==> config.mk <==
export PLATFORM = sky130hd
export DESIGN_NAME = count_uart_reporter
export DESIGN_NICKNAME = d
export VERILOG_FILES = /design/src/rtl/count_uart_pkg.sv /design/src/rtl/count_uart_reporter_uart_tx_byte.sv /design/src/rtl/count_uart_reporter.sv
export SDC_FILE = /design/constraint.sdc
export NUM_CORES = 1
export LEC_CHECK = 0
export ABC_AREA = 1
export BUFFER_PORTS_ARGS = -buffer_cell sky130_fd_sc_hd__buf_2
export CAP_MARGIN = 20
export CORE_UTILIZATION = 25
export DETAILED_ROUTE_END_ITERATION = 10
export HOLD_SLACK_MARGIN = 0.15
export MAX_ROUTING_LAYER = met4
export PLACE_DENSITY = 0.42
export SYNTH_ARGS = -nofsm -noshare
export SYNTH_HDL_FRONTEND = slang
export SYNTH_HIERARCHICAL = 1
export SYNTH_SLANG_ARGS = --single-unit
==> constraint.sdc <==
create_clock -name clk -period 3.6 [get_ports clk]
set_input_delay 0 -clock clk [delete_from_list [all_inputs] [get_ports clk]]
set_output_delay 0 -clock clk [all_outputs]
set_load 0.1 [all_outputs]
==> src/rtl/count_uart_pkg.sv <==
// Shared types and constants for the count UART reporter.
package count_uart_pkg;

  // Serializer line states
  typedef enum logic [1:0] {
    ST_IDLE  = 2'd0,
    ST_START = 2'd1,
    ST_DATA  = 2'd2,
    ST_STOP  = 2'd3
  } uart_state_e;

  // Line feed that terminates every report
  localparam logic [7:0] LF_CHAR = 8'h0A;

  // Bytes per report: high digit, low digit, LF
  localparam int FRAME_BYTES = 3;

  // Upper-case ASCII hex digit for a nibble
  function automatic logic [7:0] hex_to_ascii(input logic [3:0] nibble);
    if (nibble < 4'd10) begin
      return 8'h30 + {4'h0, nibble};
    end else begin
      return 8'h37 + {4'h0, nibble};
    end
  endfunction

endpackage

==> src/rtl/count_uart_reporter_uart_tx_byte.sv <==
// 8N1 byte serializer with a valid/ready input handshake.
// in_ready is also high on the last STOP cycle so the next byte of a
// frame follows the stop bit with no idle gap.
module uart_tx_byte
  import count_uart_pkg::*;
#(
  parameter int CLKS_PER_BIT = 16
) (
  input  logic       clk,
  input  logic       reset,
  input  logic       in_valid,
  input  logic [7:0] in_data,
  output logic       in_ready,
  output logic       done,
  output logic       tx
);

  localparam logic [15:0] TICK_LAST = 16'(CLKS_PER_BIT - 1);

  uart_state_e state_q, state_d;
  logic [15:0] timer_q, timer_d;
  logic [2:0]  bit_idx_q, bit_idx_d;
  logic [7:0]  shift_q, shift_d;
  logic        bit_tick;
  logic        accept;

  assign bit_tick = (timer_q == TICK_LAST);
  assign accept   = in_valid && in_ready;

  // State register and datapath flops
  always_ff @(posedge clk) begin
    if (reset) begin
      state_q   <= ST_IDLE;
      timer_q   <= '0;
      bit_idx_q <= '0;
      shift_q   <= '0;
    end else begin
      state_q   <= state_d;
      timer_q   <= timer_d;
      bit_idx_q <= bit_idx_d;
      shift_q   <= shift_d;
    end
  end

  // Next-state logic
  always_comb begin
    state_d = state_q;
    case (state_q)
      ST_IDLE:  if (in_valid) state_d = ST_START;
      ST_START: if (bit_tick) state_d = ST_DATA;
      ST_DATA:  if (bit_tick && (bit_idx_q == 3'd7)) state_d = ST_STOP;
      ST_STOP:  if (bit_tick) state_d = in_valid ? ST_START : ST_IDLE;
      default:  state_d = ST_IDLE;
    endcase
  end

  // Bit timer, bit index and shift register; timer restarts on every state entry
  always_comb begin
    timer_d   = timer_q + 16'd1;
    bit_idx_d = bit_idx_q;
    shift_d   = shift_q;
    if ((state_q == ST_IDLE) || bit_tick || (state_d != state_q)) begin
      timer_d = '0;
    end
    if ((state_q == ST_DATA) && bit_tick) begin
      bit_idx_d = bit_idx_q + 3'd1;
      shift_d   = {1'b0, shift_q[7:1]};
    end
    if (accept) begin
      bit_idx_d = '0;
      shift_d   = in_data;
    end
  end

  // Outputs decoded from the current state
  always_comb begin
    tx       = 1'b1;
    in_ready = 1'b0;
    done     = 1'b0;
    case (state_q)
      ST_IDLE: in_ready = 1'b1;
      ST_START: tx = 1'b0;
      ST_DATA: tx = shift_q[0];
      ST_STOP: begin
        in_ready = bit_tick;
        done     = bit_tick;
      end
      default: tx = 1'b1;
    endcase
  end

endmodule

==> src/rtl/count_uart_reporter.sv <==
// Watches count and reports each new value as "HH\n" over UART 8N1.
// One value is buffered; a newer capture overwrites it and is tallied in drops.
// Only the low 8 bits of the captured value are rendered as hex.
module count_uart_reporter
  import count_uart_pkg::*;
#(
  parameter int CLKS_PER_BIT = 16,
  parameter int CNT_W        = 8
) (
  input  logic             clk,
  input  logic             reset,
  input  logic [CNT_W-1:0] count,
  input  logic             report_en,
  output logic             tx,
  output logic             busy,
  output logic [CNT_W-1:0] reports_sent,
  output logic [CNT_W-1:0] drops
);

  localparam logic [1:0] LAST_BYTE = 2'(FRAME_BYTES - 1);

  logic [CNT_W-1:0] shadow_q, shadow_d;
  logic             pending_q, pending_d;
  logic             busy_q, busy_d;
  logic [1:0]       byte_idx_q, byte_idx_d;
  logic [7:0]       lo_char_q, lo_char_d;
  logic [CNT_W-1:0] reports_q, reports_d;
  logic [CNT_W-1:0] drops_q, drops_d;

  logic       capture;
  logic       launch;
  logic       byte_ready;
  logic       byte_done;
  logic       byte_valid;
  logic [7:0] byte_data;

  assign capture = report_en && (count != shadow_q);
  assign launch  = !busy_q && pending_q && byte_ready;

  uart_tx_byte #(
    .CLKS_PER_BIT(CLKS_PER_BIT)
  ) u_tx (
    .clk      (clk),
    .reset    (reset),
    .in_valid (byte_valid),
    .in_data  (byte_data),
    .in_ready (byte_ready),
    .done     (byte_done),
    .tx       (tx)
  );

  // Capture, frame sequencing and statistics
  always_comb begin
    shadow_d   = shadow_q;
    pending_d  = pending_q;
    busy_d     = busy_q;
    byte_idx_d = byte_idx_q;
    lo_char_d  = lo_char_q;
    reports_d  = reports_q;
    drops_d    = drops_q;
    byte_valid = 1'b0;
    byte_data  = (byte_idx_q == 2'd0) ? lo_char_q : LF_CHAR;

    // Frame start uses the shadow value from before this edge's capture
    if (launch) begin
      byte_valid = 1'b1;
      byte_data  = hex_to_ascii(shadow_q[7:4]);
      lo_char_d  = hex_to_ascii(shadow_q[3:0]);
      byte_idx_d = 2'd0;
      busy_d     = 1'b1;
      pending_d  = 1'b0;
    end else if (busy_q && byte_done) begin
      if (byte_idx_q < LAST_BYTE) begin
        byte_valid = 1'b1;
        byte_idx_d = byte_idx_q + 2'd1;
      end else begin
        busy_d    = 1'b0;
        reports_d = reports_q + 1'b1;
      end
    end

    // A capture always leaves a value pending; overwriting an unsent one is a drop
    if (capture) begin
      shadow_d  = count;
      pending_d = 1'b1;
      if (pending_q && !launch && (drops_q != '1)) begin
        drops_d = drops_q + 1'b1;
      end
    end
  end

  // Register all top-level state
  always_ff @(posedge clk) begin
    if (reset) begin
      shadow_q   <= '0;
      pending_q  <= 1'b0;
      busy_q     <= 1'b0;
      byte_idx_q <= '0;
      lo_char_q  <= '0;
      reports_q  <= '0;
      drops_q    <= '0;
    end else begin
      shadow_q   <= shadow_d;
      pending_q  <= pending_d;
      busy_q     <= busy_d;
      byte_idx_q <= byte_idx_d;
      lo_char_q  <= lo_char_d;
      reports_q  <= reports_d;
      drops_q    <= drops_d;
    end
  end

  assign busy         = busy_q;
  assign reports_sent = reports_q;
  assign drops        = drops_q;

endmodule

After elaboration in Yosys (flattened, before gate mapping)
Cells that the tools add are included.
{"block": "classes", "n_eq_ne": 9, "n_lt_le_gt_ge": 3, "addsub": 9, "reduce_logical": 25, "n_mux": 23, "bitwise_logic": 2}
{"cell": "$mux W8", "count": 4}
{"cell": "$add A6 B4 Y7 const A", "count": 4}
{"cell": "$add A16 B1 Y16 const B", "count": 1}
{"cell": "$add A8 B1 Y8 const B", "count": 2}
{"cell": "$eq A16 B4 Y1 const B", "count": 1}
{"cell": "$mux W7", "count": 2}
{"cell": "$mux W1", "count": 10}
{"cell": "$logic_and A1 B1 Y1", "count": 9}
{"cell": "$lt A4 B4 Y1 const B", "count": 2}
{"cell": "$mux W2", "count": 4}
{"cell": "$ne A8 B8 Y1", "count": 1}
{"cell": "$ne A8 B8 Y1 const B", "count": 1}
{"cell": "$pmux W2 S4", "count": 1}
{"cell": "$reduce_and A2 Y1", "count": 3}
{"cell": "$reduce_bool A2 Y1", "count": 3}
{"cell": "$reduce_or A2 Y1", "count": 3}
{"cell": "$eq A2 B2 Y1 const B", "count": 2}
{"cell": "$logic_not A2 Y1", "count": 2}
{"cell": "$pmux W1 S2", "count": 2}
{"cell": "$add A3 B1 Y3 const B", "count": 1}
{"cell": "$eq A3 B3 Y1 const B", "count": 1}
{"cell": "$reduce_and A3 Y1", "count": 1}
{"cell": "$add A2 B1 Y2 const B", "count": 1}
{"cell": "$eq A2 B1 Y1 const B", "count": 1}
{"cell": "other kinds (6)", "count": 9}
{"block": "word_totals", "output_inout_bits": 18, "in_bits": 11, "word_cells": 82, "regBits": 65}

Logic depth before layout (Yosys ltp)
{"block": "logic_depth", "word_depth": 11, "ltp_mapped": 18, "ltp_nobuf": 17}

By module
Netlist, hierarchy kept.
{"mod": "count_uart_reporter", "seq_area_each_um2": 700.7, "instances": 1, "area_each_um2": 1976.9, "cells_per_inst": 299}
{"mod": "uart_tx_byte", "seq_area_each_um2": 580.6, "instances": 1, "area_each_um2": 1652.8, "cells_per_inst": 218}

Worst setup path after synthesis
OpenSTA, ideal clock, no wires.
{"block": "synth_path", "kind": "register -> output", "start": "register u_tx.state_q[0]", "end": "output tx", "required_time_ps": 3600, "n_path_buf": 1, "path_stages_with_launch": 5, "setup_slack_ps": 596, "arrival_ps": 3004, "path_cell_list": "dfxtp_1 -> inv_1 -> ha_1 -> clkbuf_1 -> o21ai_0"}
{"block": "synth_between", "elab_chain_cells": 2, "word_cells_on_any_way": 3, "classes_between": "eq/ne: 2; mux: 1"}
{"element": "from (decl)", "line_no": "count_uart_reporter_uart_tx_byte.sv:20", "rtl": "uart_state_e state_q, state_d;"}
{"element": "from (signal assigned)", "line_no": "count_uart_reporter_uart_tx_byte.sv:38", "rtl": "state_q <= state_d;"}
{"element": "$eq A2 B2 Y1 or $eq A2 B1 Y1 (tied branches)", "line_no": "count_uart_reporter_uart_tx_byte.sv:80", "rtl": "case (state_q)"}
{"element": "$pmux W1 S2 (*)", "line_no": "count_uart_reporter_uart_tx_byte.sv:80"}
{"element": "to (decl)", "line_no": "count_uart_reporter.sv:14", "rtl": "output logic tx,"}
Every way passes the cells marked *; elsewhere a longest branch is shown, timed or not.

Final worst setup path
{"block": "layout_path", "start": "register u_tx.timer_q[0]", "end": "register u_tx.timer_q[7]"}
{"block": "layout_between", "word_cells_on_any_way": 19, "classes_between": "add/sub: 1; eq/ne: 2; mux: 10; reduce/logical: 6"}
{"element": "from (decl)", "line_no": "count_uart_reporter_uart_tx_byte.sv:21", "rtl": "logic [15:0] timer_q, timer_d;"}
{"element": "from (signal assigned)", "line_no": "count_uart_reporter_uart_tx_byte.sv:39", "rtl": "timer_q <= timer_d;"}
{"element": "$eq A16 B4 Y1 (*)", "line_no": "count_uart_reporter_uart_tx_byte.sv:27", "rtl": "assign bit_tick = (timer_q == TICK_LAST);"}
{"element": "$pmux W1 S2 (*)", "line_no": "count_uart_reporter_uart_tx_byte.sv:80"}
{"element": "via byte_ready", "line_no": "count_uart_reporter.sv:32", "rtl": "logic byte_ready;"}
{"element": "$logic_and A1 B1 Y1 (*)", "line_no": "count_uart_reporter.sv:38", "rtl": "assign launch = !busy_q && pending_q && byte_ready;"}
{"element": "$mux W1 (*)", "line_no": "count_uart_reporter.sv:65", "rtl": "if (launch) begin"}
{"element": "via byte_valid", "line_no": "count_uart_reporter.sv:34", "rtl": "logic byte_valid;"}
{"element": "$mux W1", "line_no": "count_uart_reporter_uart_tx_byte.sv:52", "rtl": "ST_STOP: if (bit_tick) state_d = in_valid ? ST_START : ST_IDLE;"}
{"element": "$mux W2", "line_no": "count_uart_reporter_uart_tx_byte.sv:52"}
{"element": "$pmux W2 S4 (*)", "line_no": "count_uart_reporter_uart_tx_byte.sv:48", "rtl": "case (state_q)"}
{"element": "$ne A2 B2 Y1 (*)", "line_no": "count_uart_reporter_uart_tx_byte.sv:62", "rtl": "if ((state_q == ST_IDLE) || bit_tick || (state_d != state_q)) begin"}
{"element": "$logic_or A1 B1 Y1 (*)", "line_no": "count_uart_reporter_uart_tx_byte.sv:62"}
{"element": "$reduce_or A2 Y1 (no source line) (*)"}
Mark *: on every way through the listed nets, which the timed path passes. The rest lies on a longest branch.
A chain may end at the register's enable or synchronous reset.

==> implementation parameters <==
Parameter                              Value

Status
  Result of the run ... complete, no violations

Timing
  Final Hold Violating Endpoints ... 0
  Post-route clock skew ... 8.99 ps
  Hold WS ... 462 ps
  Setup repair after global routing missed its margin ... false
  Transition at the pin with the smallest max-transition slack ... 815 ps
  Final worst-path cycle share ... 80.4%
  Highest Clock Rate ... 0.345 GHz
  Total Neg Setup Slack ... 0 ps
  Count of final setup violators ... 0
  Final critical delay including setup and external delays ... 2900 ps
  Worst setup slack after layout ... 705 ps
  Final Max Slew Viols ... 0
  Headroom to the max-slew limit ... 45.6%

Clocking
  Clock tree from TritonCTS ... built
  Number of buffers inserted during clock tree synthesis ... 9
  Number of sinks on the clock net ... 64
  Max H-tree Level ... 3
  Number of buffers on the longest clock path ... 2
  Post-CTS Repair Setup Buffers ... 0
  Resized cells post-CTS ... 0
  Clock root cell ... sky130_fd_sc_hd__clkbuf_16
  Clock latency of the later-clocked register in the worst-skew pair ... 340 ps
  Clock transition time at the flip-flop clock pins of the worst setup and hold paths ... 50 ps

Logic synthesis
  Mapped cell area ... 0.00363 mm^2
  Leading register cell type out of synthesis ... sky130_fd_sc_hd__dfxtp_1
  Proportion of register bits with asynchronous set or reset after synthesis ... 0%
  Flip-flop and latch count after synthesis ... 64
  Biggest area contributors in the synthesized netlist ... sky130_fd_sc_hd__dfxtp_1, sky130_fd_sc_hd__nand2_1, sky130_fd_sc_hd__nor2_1
  Net count after synthesis ... 540
  Library cell occupying the most area in the post-synthesis netlist ... sky130_fd_sc_hd__dfxtp_1
  Adder-cell share of the synthesized area ... 4.14%
  Most frequent cell after synthesis ... sky130_fd_sc_hd__nand2_1
  Post-synth EDFFs ... 0
  Mean area per synthesized cell ... 7.02 um^2
  Compound-gate portion of the synthesized area ... 10.4%
  Area share of the leading cell type in the synthesized netlist ... 35.3%
  Sequential cell area fraction in the yosys report ... 35.3%
  Most numerous cell types in the synthesized netlist ... sky130_fd_sc_hd__nand2_1, sky130_fd_sc_hd__nor2_1, sky130_fd_sc_hd__inv_1
  Yosys warnings ... 6
  Combinational family with the most area after synthesis ... simple AND/OR/NAND/NOR gates
  Cell count after synthesis ... 517
  Multiplexer fraction of the synthesized cell area ... 0%
  Post-synthesis share of cell area spent on and, or, nand and nor gates ... 35.2%
  Post-Synth XOR/XNOR Area ... 4.58%
  Post-synthesis cell type count ... 39

Setup path
  Register-to-register setup slack ... 700 ps
  Type of the worst setup path ... reg2reg
  Arrival time worst endpoint ... 3150 ps
  Crit path largest cell delay ... 360 ps
  Buffers plus inverters on the worst setup path ... 2
  Required time at the endpoint of the critical path ... 3860 ps
  CP max stage cell ... sky130_fd_sc_hd__dfxtp_1
  Cell-by-cell listing of the critical path ... ha_1, nand3_2, nor2_1, nand2_1, o21ai_2, inv_1, nor2_1, nand2_1, nor2_1, inv_2, nand2_1, o21ai_0, nand3_2, nand2_2, nor3_1
  Launch point of the worst reg-to-reg path ... u_tx/timer_q[0]$_SDFF_PP0_
  Destination of the worst register-to-register timing path ... u_tx/timer_q[7]$_SDFF_PP0_
  Endpoint kind of the worst setup timing path ... flop
  Top Family by Delay on Critical Path ... simple AND/OR/NAND/NOR gates
  Critical Path Fanout Max ... 16
  Cells on worst reg2reg path ... 15
  Startpoint kind of the worst setup timing path ... flop

Detailed routing
  Number of DRC markers in iteration 0 ... 94
  Total iterations of the first detailed-routing run ... 4
  DRC viols ... 0
  Antenna violation net count after detailed routing ... 0
  Per-cell routed wire length ... 10.9 um
  Total via count in the routed design ... 3189
  Via density per instance ... 4.31
  Final wirelength ... 8090 um

Floorplanning
  Die area ... 0.0150 mm^2
  Core area ... 0.0140 mm^2
  Core Rows ... 43
  Initial core utilization ... 25.8%
  Y dimension of the die ... 122 um
  Die width ... 122 um
  Number of placed I/O pins ... 29

Layout
  Final Net Count ... 578
  Area of combinational cells with multiple inputs ... 0.00198 mm^2
  Storage cell area ... 0.00128 mm^2
  Layout area overhead ... 19.8%
  # diodes ... 0
  Layout cell share with drive strength beyond 1 ... 16.4%
  Fillcell total ... 1513

Global routing
  All-layer global routing usage ... 12.4%
  First-pass GRT wire length ... 13800 um
  Number of antenna violations at the first check in global routing ... 0
  Maximum number of pins on one net before global-route repair ... 27
  Number of global-route vias before repair ... 2970
  Residual overflow from global routing ... 0

Power
  Power density over the cells ... 561 mW/mm^2
  Final Total Pwr ... 0.00244 W
  Leakage component of the power ... 1.83 nW
  Peak supply drop ... 0.000238 V

Placement
  Weighted congestion reported at the end of routability-driven placement ... 0.751
  Worst slack at placement ... 678 ps
  Total half-perimeter wirelength after legalization and detailed placement ... 5810 um
  Number of buffers inserted by port buffering ... 28

Hold path
  Min-Delay Startpoint ... u_tx/shift_q[7]$_SDFFE_PP0P_
  Hold WC Path Type ... reg2reg
  Worst Hold Depth ... 2
  Worst hold endpoint ... u_tx/shift_q[7]$_SDFFE_PP0P_

Flow run
  Max capacitance violation total ... 0
-- layout by cell type (no fill, tap or decap), types with 2 or more instances in the layout --
| cell | Yosys | routed |
|---|---|---|
| sky130_fd_sc_hd__o211ai_1 | 2 | 2 |
| sky130_fd_sc_hd__xnor2_1 | 10 | 10 |
| sky130_fd_sc_hd__a21oi_1 | 21 | 21 |
| sky130_fd_sc_hd__ha_1 | 12 | 12 |
| sky130_fd_sc_hd__nor2_1 | 70 | 70 |
| sky130_fd_sc_hd__clkbuf_8 | 0 | 3 |
| sky130_fd_sc_hd__xor2_1 | 9 | 9 |
| sky130_fd_sc_hd__inv_1 | 67 | 67 |
| sky130_fd_sc_hd__nand4_1 | 12 | 12 |
| sky130_fd_sc_hd__nor3_1 | 13 | 13 |
| sky130_fd_sc_hd__nand3_1 | 23 | 23 |
| sky130_fd_sc_hd__inv_2 | 8 | 8 |
| sky130_fd_sc_hd__nand2_4 | 3 | 3 |
| sky130_fd_sc_hd__nand3_2 | 5 | 5 |
| sky130_fd_sc_hd__nor2_2 | 3 | 3 |
| sky130_fd_sc_hd__o21ai_2 | 2 | 2 |
| sky130_fd_sc_hd__a211oi_1 | 3 | 3 |
| sky130_fd_sc_hd__nor3_2 | 12 | 12 |
| sky130_fd_sc_hd__nand2_2 | 8 | 8 |
| sky130_fd_sc_hd__buf_2 | 2 | 28 |
| sky130_fd_sc_hd__bufinv_16 | 0 | 2 |
| sky130_fd_sc_hd__dlygate4sd3_1 | 0 | 10 |
| sky130_fd_sc_hd__clkbuf_16 | 0 | 9 |
| sky130_fd_sc_hd__and3_1 | 2 | 2 |
| sky130_fd_sc_hd__clkbuf_1 | 3 | 2 |
| sky130_fd_sc_hd__nand2_1 | 109 | 109 |
| sky130_fd_sc_hd__or2_2 | 4 | 4 |
| sky130_fd_sc_hd__o21ai_0 | 31 | 31 |
| sky130_fd_sc_hd__dfxtp_1 | 64 | 64 |
| sky130_fd_sc_hd__o22ai_1 | 3 | 3 |
-- state kept, by name, summed over array words and instances (netlist names), 2 cells and up --
| register | cells |
|---|---|
| u_tx/timer_q | 16 |
| drops | 8 |
| reports_sent | 8 |
| shadow_q | 8 |
| u_tx/shift_q | 8 |
| lo_char_q | 7 |
| u_tx/bit_idx_q | 3 |
| byte_idx_q | 2 |
| u_tx/state_q | 2 |
-- routing by layer --
metal / up-vias / part of all wire, % / routed length, um / GRT usage, %
li1: 1737 / - / - / -
met1: 1400 / 52 / 4220 / 15.7
met2: 40 / 42 / 3430 / 17.9
met3: 12 / 3.0 / 239 / 2.97
met4: 0 / 2.4 / 190 / 7.09
met5: - / 0 / 0 / -
-- logic make-up (layout without fill, tap and decap cells) --
logic type      count (synthesis)  count (layout)
fa+ha+maj                      12              12
simple gates                  268             268
compound gates                 66              66
flops                          64              64
buf+inv                        87             130
xor+xnor                       19              19
other cells                     1               1
-- power breakdown --
group	internal, W	switching [W]	total, W
registers	0.000784	0.0000521	0.000836
logic	0.000180	0.000445	0.000626
clock network	0.000663	0.000315	0.000978
-- per-stage QoR --
step	area [um^2]	cells	util, %
detailed placement	3910	714	27.9
finish	4350	740	31.0
global placement	3910	714	27.9
global route	4350	740	31.0
CTS	4350	740	31.0
floorplan	3630	517	-
-- cell type report --
class,count,area share [%]
clock buffers,14,6.30
clock inverters,2,1.38
inverters,75,6.48
multi-input cells,366,45.5
flip-flops and latches,64,29.5
well taps,180,5.18
repair buffers,39,5.70
-- how the worst max path moves through the flow --
stage	startpoint	end	slack (ps)	cells after the start
after detailed placement	u_tx/timer_q[0]$_SDFF_PP0_	u_tx/timer_q[6]$_SDFF_PP0_	680	15
after floorplan	u_tx/state_q[0]$_SDFF_PP0_	tx	600	4
after global placement	u_tx/timer_q[0]$_SDFF_PP0_	u_tx/timer_q[7]$_SDFF_PP0_	780	15
after CTS	u_tx/timer_q[0]$_SDFF_PP0_	u_tx/timer_q[5]$_SDFF_PP0_	660	15
after global routing	u_tx/timer_q[0]$_SDFF_PP0_	u_tx/timer_q[3]$_SDFF_PP0_	300	15
final	u_tx/timer_q[0]$_SDFF_PP0_	u_tx/timer_q[7]$_SDFF_PP0_	700	15
-- worst reg2reg max path, cell delays in order, from the launching register on --
cell and delay (ps):
sky130_fd_sc_hd__dfxtp_1 360, sky130_fd_sc_hd__ha_1 230, sky130_fd_sc_hd__nand3_2 130, sky130_fd_sc_hd__nor2_1 120
sky130_fd_sc_hd__nand2_1 110, sky130_fd_sc_hd__o21ai_2 170, sky130_fd_sc_hd__inv_1 50, sky130_fd_sc_hd__nor2_1 270
sky130_fd_sc_hd__nand2_1 120, sky130_fd_sc_hd__nor2_1 160, sky130_fd_sc_hd__inv_2 100, sky130_fd_sc_hd__nand2_1 170
sky130_fd_sc_hd__o21ai_0 190, sky130_fd_sc_hd__nand3_2 120, sky130_fd_sc_hd__nand2_2 260, sky130_fd_sc_hd__nor3_1 250
-- repair_timing --
item | CTS | global route
hold buffers | 10 | 0
setup endpoints to repair | 0 | 0
hold endpoints to repair | 24 | 0
No activity file was read; power rests on OpenSTA's default activity.
